==> src/rtl/imm_extend_pipe.sv <==
// RV32/RV64 immediate generator: decodes the format, extends the immediate and
// queues {imm, fmt, tag, illegal} in a 2-entry valid/ready output buffer.
module imm_extend_pipe #(
    parameter int XLEN  = 32,
    parameter int TAG_W = 5
) (
    input  logic             clk,
    input  logic             rst_n,
    input  logic             flush,
    input  logic             in_valid,
    output logic             in_ready,
    input  logic [31:0]      in_instr,
    input  logic [TAG_W-1:0] in_tag,
    output logic             out_valid,
    input  logic             out_ready,
    output logic [XLEN-1:0]  out_imm,
    output logic [2:0]       out_fmt,
    output logic [TAG_W-1:0] out_tag,
    output logic             out_illegal
);

    localparam logic [2:0] FMT_NONE = 3'd0;
    localparam logic [2:0] FMT_I    = 3'd1;
    localparam logic [2:0] FMT_S    = 3'd2;
    localparam logic [2:0] FMT_B    = 3'd3;
    localparam logic [2:0] FMT_U    = 3'd4;
    localparam logic [2:0] FMT_J    = 3'd5;
    localparam logic [2:0] FMT_Z    = 3'd6;
    localparam bit         IS_RV64  = (XLEN == 64);

    function automatic logic [2:0] decode_fmt(input logic [31:0] instr);
        logic [2:0] fmt;
        fmt = FMT_NONE;
        if (instr[1:0] != 2'b11) begin
            fmt = FMT_NONE;
        end else begin
            case (instr[6:0])
                7'b0010011, 7'b0000011, 7'b1100111: fmt = FMT_I;
                7'b0011011:                         fmt = IS_RV64 ? FMT_I : FMT_NONE;
                7'b0100011:                         fmt = FMT_S;
                7'b1100011:                         fmt = FMT_B;
                7'b0110111, 7'b0010111:             fmt = FMT_U;
                7'b1101111:                         fmt = FMT_J;
                7'b1110011:                         fmt = instr[14] ? FMT_Z : FMT_NONE;
                default:                            fmt = FMT_NONE;
            endcase
        end
        return fmt;
    endfunction

    // Sign bits are preloaded; each format then overwrites its low field.
    function automatic logic [XLEN-1:0] extend_imm(input logic [31:0] instr, input logic [2:0] fmt);
        logic [XLEN-1:0] imm;
        imm = {XLEN{instr[31]}};
        case (fmt)
            FMT_I: imm[11:0] = instr[31:20];
            FMT_S: imm[11:0] = {instr[31:25], instr[11:7]};
            FMT_B: imm[12:0] = {instr[31], instr[7], instr[30:25], instr[11:8], 1'b0};
            FMT_U: imm[31:0] = {instr[31:12], 12'b0};
            FMT_J: imm[20:0] = {instr[31], instr[19:12], instr[20], instr[30:21], 1'b0};
            FMT_Z: begin
                imm      = {XLEN{1'b0}};
                imm[4:0] = instr[19:15];
            end
            default: imm = {XLEN{1'b0}};
        endcase
        return imm;
    endfunction

    logic [2:0]       dec_fmt_s;
    logic [XLEN-1:0]  dec_imm_s;
    logic             dec_ill_s;
    logic             push_s;
    logic             pop_s;

    logic [XLEN-1:0]  imm_mem_r [2];
    logic [2:0]       fmt_mem_r [2];
    logic [TAG_W-1:0] tag_mem_r [2];
    logic             ill_mem_r [2];
    logic             wr_ptr_r;
    logic             rd_ptr_r;
    logic [1:0]       count_r;

    // Decode and extend ahead of the buffer write so stored entries are final
    always_comb begin
        dec_ill_s = (in_instr[1:0] != 2'b11);
        dec_fmt_s = decode_fmt(in_instr);
        dec_imm_s = extend_imm(in_instr, dec_fmt_s);
    end

    assign in_ready  = (count_r != 2'd2);
    assign out_valid = (count_r != 2'd0);
    assign push_s    = in_valid & in_ready;
    assign pop_s     = out_valid & out_ready;

    // Buffer storage, pointers and occupancy; flush empties without touching storage
    always_ff @(posedge clk or negedge rst_n) begin
        if (!rst_n) begin
            for (int i = 0; i < 2; i++) begin
                imm_mem_r[i] <= {XLEN{1'b0}};
                fmt_mem_r[i] <= 3'd0;
                tag_mem_r[i] <= {TAG_W{1'b0}};
                ill_mem_r[i] <= 1'b0;
            end
            wr_ptr_r <= 1'b0;
            rd_ptr_r <= 1'b0;
            count_r  <= 2'd0;
        end else if (flush) begin
            wr_ptr_r <= 1'b0;
            rd_ptr_r <= 1'b0;
            count_r  <= 2'd0;
        end else begin
            if (push_s) begin
                imm_mem_r[wr_ptr_r] <= dec_imm_s;
                fmt_mem_r[wr_ptr_r] <= dec_fmt_s;
                tag_mem_r[wr_ptr_r] <= in_tag;
                ill_mem_r[wr_ptr_r] <= dec_ill_s;
                wr_ptr_r            <= wr_ptr_r + 1'b1;
            end
            if (pop_s) begin
                rd_ptr_r <= rd_ptr_r + 1'b1;
            end
            case ({push_s, pop_s})
                2'b10:   count_r <= count_r + 2'd1;
                2'b01:   count_r <= count_r - 2'd1;
                default: count_r <= count_r;
            endcase
        end
    end

    // Present the head entry, zeroed while empty
    always_comb begin
        if (out_valid) begin
            out_imm     = imm_mem_r[rd_ptr_r];
            out_fmt     = fmt_mem_r[rd_ptr_r];
            out_tag     = tag_mem_r[rd_ptr_r];
            out_illegal = ill_mem_r[rd_ptr_r];
        end else begin
            out_imm     = {XLEN{1'b0}};
            out_fmt     = 3'd0;
            out_tag     = {TAG_W{1'b0}};
            out_illegal = 1'b0;
        end
    end

endmodule

==> config.mk <==
export PLATFORM = sky130hd
export DESIGN_NAME = imm_extend_pipe
export DESIGN_NICKNAME = d
export VERILOG_FILES = /design/src/rtl/imm_extend_pipe.sv
export SDC_FILE = /design/constraint.sdc
export NUM_CORES = 1
export LEC_CHECK = 0
export ABC_AREA = 1
export CAP_MARGIN = 20
export CORE_MARGIN = 2
export CORE_UTILIZATION = 52
export DETAILED_ROUTE_END_ITERATION = 10
export PLACE_DENSITY_LB_ADDON = 0.1
export SKIP_CTS_REPAIR_TIMING = 1
export SLEW_MARGIN = 40
export SYNTH_ARGS = -nofsm -noshare
export SYNTH_HDL_FRONTEND = slang
export SYNTH_SLANG_ARGS = --single-unit
==> constraint.sdc <==
create_clock -name clk -period 3.6 [get_ports clk]
set_clock_uncertainty 0.05 [all_clocks]
set_input_delay 0.72 -clock clk [delete_from_list [all_inputs] [get_ports clk]]
set_output_delay 0.72 -clock clk [all_outputs]
set_load 0.05 [all_outputs]
**After elaboration in Yosys (flattened, before gate mapping)**

Index checks and enable logic that the tools add are counted.

- Eq/ne operators: 19
- Order comparisons: 3
- Bitwise gates (word level): 5
- Reduce and logical (&&, ||, !) cells: 11
- Add/subtract/negate cells: 4
- Mux-type cells: 41

Operators by type and width:

| operator | count |
|---|---|
| 32-bit two-way mux | 5 |
| 64-bit bitwise mux | 1 |
| 12-bit case mux with 5 select lines | 1 |
| 32-bit demux with 1-bit select | 1 |
| 7-bit == test, second input constant | 4 |
| 5-bit two-way mux | 5 |
| 8-bit case mux with 3 select lines | 1 |
| 11-bit case mux with 2 select lines | 1 |
| 3-bit two-way mux | 7 |
| 3-bit case mux with 6 select lines | 1 |
| 7-bit by 5-bit == test with 1-bit output, second input constant | 2 |
| 7-bit by 6-bit == test with 1-bit output, second input constant | 2 |
| 10-bit bitwise mux | 1 |
| 3-bit == test, second input constant | 3 |
| 1-bit two-way mux | 9 |
| 7-bit by 2-bit == test with 1-bit output, second input constant | 1 |
| 6-bit bitwise mux | 1 |
| 3-bit by 2-bit == test with 1-bit output, second input constant | 2 |
| 2-bit nonzero test | 3 |
| 3-bit OR reduction | 2 |
| 5-bit demux with 1-bit select | 1 |
| 2-bit greater-or-equal comparator, second input constant | 2 |
| 2-bit inequality test, second input constant | 2 |
| 1-bit NOT with 2-bit output | 2 |
| 20 further kinds | 23 |

- Logic and storage cells: 94
- Register bits after elaboration: 86
- Output and inout bits: 43
- Input port bits: 42

**Logic depth before layout (Yosys ltp)**

- Depth after elaboration: 8
- Gate-level depth with buffers: 11
- Mapped depth without buffers: 11

**Least setup slack after synthesis**

OpenSTA, ideal clock, no wires.

- Path kind: register to output
- Start: register count_r[0]
- End: output out_fmt[1]
- Arrival: 1742 ps
- Path slack: 1088 ps
- Stages on the path, launching flop included: 5
- Data required time: 2830 ps
- Path buffers: 0
- Path through: dfrtp_1 -> nor2_1 -> inv_1 -> o21ai_0 -> a21oi_1

- Cells in the longest elaborated chain, start to end: 2

RTL lines:

| element | line | RTL |
|---|---|---|
| from (decl) | 82 | `logic [1:0] count_r;` |
| from (signal assigned) | 124 | `2'b10: count_r <= count_r + 2'd1;` |
| from (signal assigned) | 125 | `2'b01: count_r <= count_r - 2'd1;` |
| from (signal assigned) | 126 | `default: count_r <= count_r;` |
| 2-bit nonzero test | 92 | `assign out_valid = (count_r != 2'd0);` |
| named net out_valid | 14 | `output logic out_valid,` |
| 3-bit two-way mux | 133 | `if (out_valid) begin` |
| to (decl) | 17 | `output logic [2:0] out_fmt,` |

The timed path passes the listed nets, and every way through them passes these cells.

**Final worst setup path**

- Start: register count_r[0]
- End: output out_valid

- Cells in the longest elaborated chain, start to end: 1

RTL lines:

| element | line |
|---|---|
| 2-bit nonzero test | 92 |
| to (decl) | 14 |

No other way between the ends.

==> impl_metrics.py <==
metrics = {
    "layout": {
        "syn_to_final_growth_pct": 23.7,
        "diodes": 0,
        "nets": 723,
        "finish.utilization": 0.660,
        "drive_above_1_share": 0.115,
    },
    "drt": {
        "drc": 0,
        "drtIter0Drc": 278,
        "ant_nets": 0,
        "wire_per_inst_um": 14.6,
        "drt_pass1_iterations": 6,
        "drt-total-wl_mm": 11.6,
        "dr_total_vias": 4195,
        "vias_per_cell": 5.30,
    },
    "critical_path": {
        "crit_required_ps": 2830,
        "start_kind": "register",
        "cp_max_fo": 18,
        "worst-setup-path-type": "reg2out",
        "endpoint_kind": "primary output",
        "cp.arrival_ps": 2140,
    },
    "synth": {
        "netlist_area_mm2": 0.00434,
        "synth_cells": 610,
        "synth_top_area_frac": 0.496,
        "synthTopCellsByCount": "342 x nand2_1, 86 x dfrtp_1, 44 x a21oi_1, 32 x o21ai_0, 26 x inv_1",
        "synth_seq_area_share": 0.496,
        "synth_edf_count": 0,
        "syn_nets": 652,
        "synth_area_leader_cell": "dfrtp_1",
        "yosysWarnings": 0,
        "ys_types": 19,
        "yosysMostFrequentCell": "nand2_1",
        "synth_area_per_cell_um2": 7.11,
        "synthArstFlopShare": 1.00,
        "yosys-top-cells-area": "dfrtp_1 50%, nand2_1 30%, a21oi_1 5.1%",
        "synthFlopType": "dfrtp_1",
        "ys_ff_latch": 86,
    },
    "timing": {
        "setup_viol": 0,
        "hold_viol": 0,
        "fmax_mhz": 344,
        "final.period_utilization": 0.808,
        "period_needed_ps": 2910,
        "fin_ws_ps": 689,
        "tns_ps": 0,
        "rsz0062_at_grt": "no",
        "finalMaxSlewViolations": 0,
        "slew_headroom": 0.548,
        "tightest_slew_ps": 679,
    },
    "clock_tree": {
        "cts_sinks": 86,
        "clk_pin_slew_ps": 90,
        "clock_latency_ps": 350,
        "numCtsBuffers": 9,
        "cts_tree": "yes",
        "ctsLongestPathBuffers": 2,
        "htreeDepth": 3,
        "cts_root_buf": "clkbuf_8",
    },
    "global_route": {
        "grt-ovfl-total": 0,
        "antenna_found_initial": 0,
        "grt_pass1_wl_mm": 19.0,
        "grt_max_degree": 87,
        "grt_pass1_vias": 3990,
        "groute.usage.overall": 0.270,
    },
    "floorplanning": {
        "core_mm2": 0.00813,
        "die_area_mm2": 0.00909,
        "ioPinCount": 85,
        "die-height_um": 95.3,
        "start_util": 0.533,
        "die_w_um": 95.3,
        "rows": 33,
    },
    "placed_design": {
        "place_ws_ps": 705,
        "place_congestion": 0.942,
        "dp_hpwl_mm": 7.44,
        "io_buffers": 84,
    },
    "min_path": {
        "hold_class": "in2async",
    },
    "pwr": {
        "pwr_density_cell_mw_per_mm2": 426,
        "leakage_nw": 2.82,
        "max-vdd-ir-drop_v": 0.000201,
    },
    "run_status": {
        "status": "finished, final reports clean",
    },
    "run": {
        "cap_violations": 0,
    },
}
[sequential cells by signal, summed over array words and instances (netlist names)]
signal and cells:
count_r 2, fmt_mem_r 6, imm_mem_r 64, ill_mem_r 2, tag_mem_r 10, wr_ptr_r 1
rd_ptr_r 1
[kinds of logic after synthesis]
group / Yosys count / synth area share
compound gates: 79 / 0.0938
simple gates: 385 / 0.351
buf+inv: 60 / 0.0589
flops: 86 / 0.496
[metal layers]
layer,part of all wire,vias to the layer above,global-route usage
li1,-,2043,-
met1,0.44,1981,0.368
met2,0.48,160,0.447
met3,0.065,11,0.0395
met4,0.011,0,0.0845
met5,0,-,0
[worst paths after layout]
path / start / endpoint / slack [ps] / cells past startpoint
max: count_r[0]$_DFFE_PN0P_ / out_valid / 690 / 3
min: rst_n / tag_mem_r[6]$_DFFE_PN0P_ / 340 / 1
max reg2reg: count_r[0]$_DFFE_PN0P_ / count_r[1]$_DFFE_PN0P_ / 1490 / 6
min reg2reg: imm_mem_r[36]$_DFFE_PN0P_ / imm_mem_r[36]$_DFFE_PN0P_ / 430 / 2
max in group asynchronous: rst_n / imm_mem_r[11]$_DFFE_PN0P_ / 2670 / 1
min in group clk: imm_mem_r[36]$_DFFE_PN0P_ / imm_mem_r[36]$_DFFE_PN0P_ / 430 / 2
[power breakdown]
group | internal, mW | switching, mW
clock | 0.429 | 0.343
sequential | 1.04 | 0.0415
combinational | 0.136 | 0.299
[area by class of cell]
class | instances | area [um^2]
Fill cell | 733 | 2770
Clock inverter | 5 | 81.3
Sequential cell | 86 | 2150
Clock buffer | 11 | 151
Tap cell | 105 | 131
Multi-Input combinational cell | 464 | 1940
Inverter | 29 | 111
Timing Repair Buffer | 91 | 795
[metrics by stage]
step	hold slack [ps]	area [um^2]	cells	power, mW
finish	341	5370	791	2.28
CTS	396	5360	791	2.30
detailed placement	415	5130	775	1.53
global route	386	5370	791	2.38
floorplan	374	4340	610	1.36
global placement	413	5120	775	1.52
[cells in the final DEF, fill, tap and decap left out, types with 3 or more instances in the layout]
cell / Yosys / layout
nand2_1: 342 / 342
dfrtp_1: 86 / 86
buf_4: 0 / 48
a21oi_1: 44 / 44
clkdlybuf4s50_1: 0 / 42
o21ai_0: 32 / 32
inv_1: 26 / 26
nand3_1: 24 / 24
clkbuf_8: 0 / 12
nor2_1: 7 / 6
nand4_1: 4 / 4
nand2_2: 3 / 3
o21ai_2: 3 / 3
[worst max-delay path, cell delays in order, from the launching register on]
cell and delay [ps]:
dfrtp_1 450, nor2_4 470, inv_1 140, clkdlybuf4s50_1 730
No activity file was read; power rests on OpenSTA's default activity.
